===== src/rtl/mux_4.sv =====
// Four-way WIDTH-bit selector with a zero-latency combinational output plus a
// registered side channel: registered result, registered select, select-change counter.
module mux_4 #(
    parameter int WIDTH = 2,
    parameter int CNT_W = 8
) (
    input  logic [WIDTH-1:0] in0,
    input  logic [WIDTH-1:0] in1,
    input  logic [WIDTH-1:0] in2,
    input  logic [WIDTH-1:0] in3,
    input  logic [1:0]       sel,
    output logic [WIDTH-1:0] mux_out,
    input  logic             clk,
    input  logic             rst,
    output logic [WIDTH-1:0] mux_out_q,
    output logic [1:0]       sel_q,
    output logic [CNT_W-1:0] sel_chg_cnt
);

    logic [WIDTH-1:0] mux_out_d;
    logic [1:0]       sel_d;
    logic [CNT_W-1:0] cnt_d;
    logic [CNT_W-1:0] cnt_q;

    always_comb begin
        // NOTE: defaults first keep this latch-free; a sel holding X/Z matches no
        // item and falls to the default, so it reads as code 00 with zero data.
        mux_out = '0;
        sel_d   = 2'b00;
        case (sel)
            2'b00: begin mux_out = in0; sel_d = 2'b00; end
            2'b01: begin mux_out = in1; sel_d = 2'b01; end
            2'b10: begin mux_out = in2; sel_d = 2'b10; end
            2'b11: begin mux_out = in3; sel_d = 2'b11; end
            default: begin mux_out = '0; sel_d = 2'b00; end
        endcase

        mux_out_d = mux_out;
        cnt_d     = cnt_q;
        if ((sel_d != sel_q) && (cnt_q != {CNT_W{1'b1}}))
            cnt_d = cnt_q + CNT_W'(1);
    end

    // NOTE: non-blocking assignments for all state so every flop samples pre-edge values.
    always_ff @(posedge clk) begin
        if (rst) begin
            mux_out_q <= '0;
            sel_q     <= 2'b00;
            cnt_q     <= '0;
        end else begin
            mux_out_q <= mux_out_d;
            sel_q     <= sel_d;
            cnt_q     <= cnt_d;
        end
    end

    assign sel_chg_cnt = cnt_q;

endmodule


===== config.mk =====
export PLATFORM = sky130hd
export DESIGN_NAME = mux_4
export DESIGN_NICKNAME = d
export VERILOG_FILES = /design/src/rtl/mux_4.sv
export SDC_FILE = /design/constraint.sdc
export NUM_CORES = 1
export LEC_CHECK = 0
export ABC_AREA = 1
export ABC_CLOCK_PERIOD_IN_PS = 3400
export CAP_MARGIN = 10
export CORE_MARGIN = 3
export CORE_UTILIZATION = 46
export DETAILED_ROUTE_END_ITERATION = 16
export PLACE_DENSITY = 0.82
export SKIP_CTS_REPAIR_TIMING = 1
export SYNTH_ARGS = -nofsm -noshare
export SYNTH_HDL_FRONTEND = slang
export SYNTH_SLANG_ARGS = --single-unit

===== constraint.sdc =====
create_clock -name clk -period 3.4 [get_ports clk]
set_input_delay 0.34 -clock clk [delete_from_list [all_inputs] [get_ports clk]]
set_output_delay 0.34 -clock clk [all_outputs]
set_load 0.03 [all_outputs]

# Word-level counts from Yosys, hierarchy flattened
# Cells that the tools add are included.
# W data, S select, Z words.
totals:
  register_bits: 12
  latchBits: 0
  mem_bits_rw: 0
  mem_bits_ro: 0
  inputBits: 12
  out_inout_bits: 14
  word_cells: 13
  memories: 0
classes:
  add_sub_neg: 1
  multipliers: 0
  n_div: 0
  n_lt_le_gt_ge: 0
  n_eq_ne: 5
  shift: 0
  mux: 2
  bitwise: 0
  reduce_logical: 2
ops:
  columns: ["cell", "count"]
  rows:
  - ["$pmux W2 S4", 2]
  - ["$add A8 B1 Y8 const B", 1]
  - ["$ne A8 B8 Y1 const B", 1]
  - ["$eq A2 B2 Y1 const B", 2]
  - ["$eq A2 B1 Y1 const B", 1]
  - ["$logic_not A2 Y1", 1]
  - ["$ne A2 B2 Y1", 1]
  - ["$logic_and A1 B1 Y1", 1]

# Longest topological paths before layout
logic_depth:
  word_depth: 4
  mapped_depth: 8
  depth_no_buf: 8

# Least setup slack after synthesis
# OpenSTA, ideal clock, no wires.
synth_path:
  kind: "register to register"
  startpoint: "register cnt_q[0] (netlist: sel_chg_cnt[0])"
  endpoint: "register cnt_q[6] (netlist: sel_chg_cnt[6])"
  setup_time_ns: 0.069
  arrival_time_ns: 1.450
  t_required_ns: 3.331
  setup_slack_ns: 1.881
  stages_incl_launch_ff: 8
  n_path_buf: 0
  period_less_slack_ns: 1.519
  cell_sequence: "dfxtp_1 ha_1 nand3_2 nor2_4 nand2_4 nand2_4 nand2_1 a21oi_2"
synth_via:
  elab_chain_len: 2
  elab_cells_between_ends: 3
  classes_between: "add/sub (1); eq/ne (1); reduce/logical (1)"
synth_lines:
  columns: ["element", "line", "rtl"]
  rows:
  - ["start, declared", "23", "logic [CNT_W-1:0] cnt_q;"]
  - ["start signal, assigned", "53", "cnt_q <= cnt_d;"]
  - ["parallel branches: the longest is 2 deep, another holds $add A8 B1 Y8", null, null]
# Parallel ways; which one is timed is not known.
# A chain may end at the register's enable or synchronous reset.

# Final worst setup path
layout_path:
  startpoint: "input port sel[0]"
  endpoint: "output port mux_out[0]"
layout_via:
  elab_chain_len: 2
  elab_cells_between_ends: 5
  classes_between: "eq/ne (3); mux (1); reduce/logical (1)"
layout_lines:
  columns: ["element", "line", "rtl"]
  rows:
  - ["start, declared", "11", "input logic [1:0] sel,"]
  - ["$eq A2 B2 Y1, or another cell as far along", "30", "case (sel)"]
  - ["$pmux W2 S4 (*)", "30", null]
  - ["end, declared", "12", "output logic [WIDTH-1:0] mux_out,"]
# Mark *: on every way between the ends. The rest lies on a longest branch, timed or not.

==> results.json <==
{
  "outcome": "completed",
  "dpl_cell_area_um2": 993,
  "netlist_top_cells_count": "45 x nand2_1, 12 x dfxtp_1, 12 x inv_1, 12 x nor2_1, 11 x nand3_1",
  "setup_viol": 0,
  "period_minus_slack_ns": 2.33,
  "critPathTopFamily": "buffers and inverters",
  "cts_buffer_depth": 2,
  "yosys_most_used_dff": "dfxtp_1",
  "yosysMostFrequentCell": "nand2_1",
  "fin_util": 0.736,
  "ys_seq_area_frac": 0.328,
  "dpl_worst_slack_ns": 1.10,
  "synthCells": 117,
  "drt_iter0_drc": 27,
  "drc": 0,
  "finClkSkew_ns": 0.00713,
  "avgSynthCellArea_um2": 6.27,
  "yosys_warnings": 0,
  "rsz0062_at_grt": "no",
  "r2r_slack_ns": 1.96,
  "worst_slack_ns": 1.07,
  "netlist_area_um2": 733,
  "arrival_ns": 1.99,
  "pin_count": 26,
  "hpwl_mm": 1.35,
  "portBuffers": 25,
  "ys_seq_elements": 12,
  "yosys.area.top_type": "dfxtp_1",
  "fillers": 114,
  "cpPeakStageDelay_ns": 0.67,
  "antenna_found_initial": 0,
  "critical_path_class": "primary input to primary output",
  "synthesis.nets": 130,
  "tns_ns": 0,
  "maxSlewHeadroom": 0.649,
  "start_util": 0.524,
  "wl_per_cell_um": 11.3,
  "ir_drop_mv": 0.280,
  "h-tree-depth": 1,
  "cts_made_buffers": 3,
  "clk_pin_slew_ns": 0.08,
  "final_cell_area_um2": 1030,
  "p_per_area_nw_per_um2": 350,
  "synth-async-reset-ratio": 0,
  "viasPerCell": 5.23,
  "die_h_um": 45.9,
  "postRouteWirelength_mm": 1.80,
  "p_leak_nw": 0.448,
  "grt_max_degree": 12,
  "total_power_mw": 0.360,
  "period_share": 0.686,
  "core.rowCount": 13,
  "first_global_vias": 723,
  "synthTopCellsByArea": "dfxtp_1 33%, nand2_1 23%, nand3_1 7.5%",
  "synth_edf_count": 0,
  "dp.cells": 155,
  "cts_root_buf": "clkbuf_4",
  "hp-class": "register to register",
  "critPathBufInv": 3,
  "grt-ovfl-total": 0,
  "syn2layout_area_growth_pct": 40.4,
  "ys_types": 23,
  "dr.pass1.iters": 4,
  "dieArea_um2": 2110,
  "cp_max_fo": 6,
  "hold_viol": 0,
  "grt_pass1_wl_mm": 2.95,
  "worstMarginPinSlew_ns": 0.525,
  "path_cells": "clkdlybuf4s50_1 -> inv_2 -> nand2_1 -> o22ai_1 -> nor2_1 -> clkdlybuf4s50_1",
  "finalMaxSlewViolations": 0,
  "synth_top_area_share": 0.328,
  "cts.sink_count": 12,
  "drv_cap": 0,
  "final_cells": 159,
  "ant_nets": 0,
  "via_count": 832,
  "whs_ns": 0.537,
  "required_ns": 3.06,
  "grtUsageTotal": 0.197,
  "gp_congestion": 0.838,
  "cts_tree": "yes",
  "diodes": 0,
  "cpMostUsedCell": "clkdlybuf4s50_1",
  "layout-drive-gt1-share": 0.104,
  "startpoint_type": "primary input",
  "dieWidth_um": 45.9,
  "nets": 158,
  "worst_setup_path_end_kind": "primary output",
  "crit_slowest_cell": "clkdlybuf4s50_1",
  "core_region_area_um2": 1400,
  "fmax_ghz": 0.429,
  "clock_latency_ns": 0.28
}
-- flip-flops by register name, summed over array words and instances, names as in the netlist --
name	cells
sel_q	2
sel_chg_cnt	8
mux_out_q	2
-- metal layers --
metal  global-route usage  vias up  wire (µm)
li1                     -      423          -
met3               0.0593        4         84
met2                0.324       23        890
met5                    0        -          0
met4                0.102        0         30
met1                0.227      382        790
-- cell usage in the layout, fill, tap and decap left out, drive strengths merged --
| cell | instances |
|---|---|
| a21oi | 7 |
| a31oi | 1 |
| clkbuf | 4 |
| clkdlybuf4s50 | 25 |
| dfxtp | 12 |
| ha | 1 |
| inv | 14 |
| nand2 | 47 |
| nand3 | 12 |
| nand3b | 1 |
| nand4 | 1 |
| nor2 | 14 |
| nor3 | 1 |
| o21ai | 2 |
| o22ai | 1 |
| xor2 | 1 |
-- worst reg2reg max path: stages, from the launching register on --
cell and delay (ns):
dfxtp_1 0.42, ha_1 0.26, nand3_2 0.15, nor2_4 0.15, nand2_4 0.08, nand2_4 0.11, nand2_1 0.07, a21oi_1 0.12
-- final cells by class --
cell class / count / area, µm² / share of cell area
tap: 15 / 18.8 / 0.0182
timing repair buffer: 25 / 250 / 0.243
inverter: 14 / 52.6 / 0.0510
clock buffer: 4 / 36.3 / 0.0352
multi-input combinational: 89 / 432 / 0.419
sequential: 12 / 240 / 0.233
-- path summary, 6_finish.rpt --
check | from | endpoint | cells past startpoint
setup / recovery | sel[0] | mux_out[0] | 6
hold / removal | sel_chg_cnt[4] | sel_chg_cnt[4] | 2
setup reg to reg | sel_chg_cnt[0] | sel_chg_cnt[2] | 7
hold reg to reg | sel_chg_cnt[4] | sel_chg_cnt[4] | 2
-- power by group --
part / leakage [nW] / switching (mW) / internal [mW]
registers: 0.0984 / 0.00773 / 0.148
logic: 0.329 / 0.0502 / 0.0383
clock network: 0.0210 / 0.0511 / 0.0652
-- cells by family (layout without fill, tap and decap cells) --
kind of cell,count (synthesis),after routing,share of synthesized area
xor gates and xnor gates,1,1,0.0119
buffers and inverters,16,43,0.0836
DFF,12,12,0.328
and+or+nand+nor,76,76,0.461
adders and majority gates,1,1,0.0171
AOI/OAI and AO/OA,11,11,0.0990
Note: power is estimated with default switching activity, not from simulation.
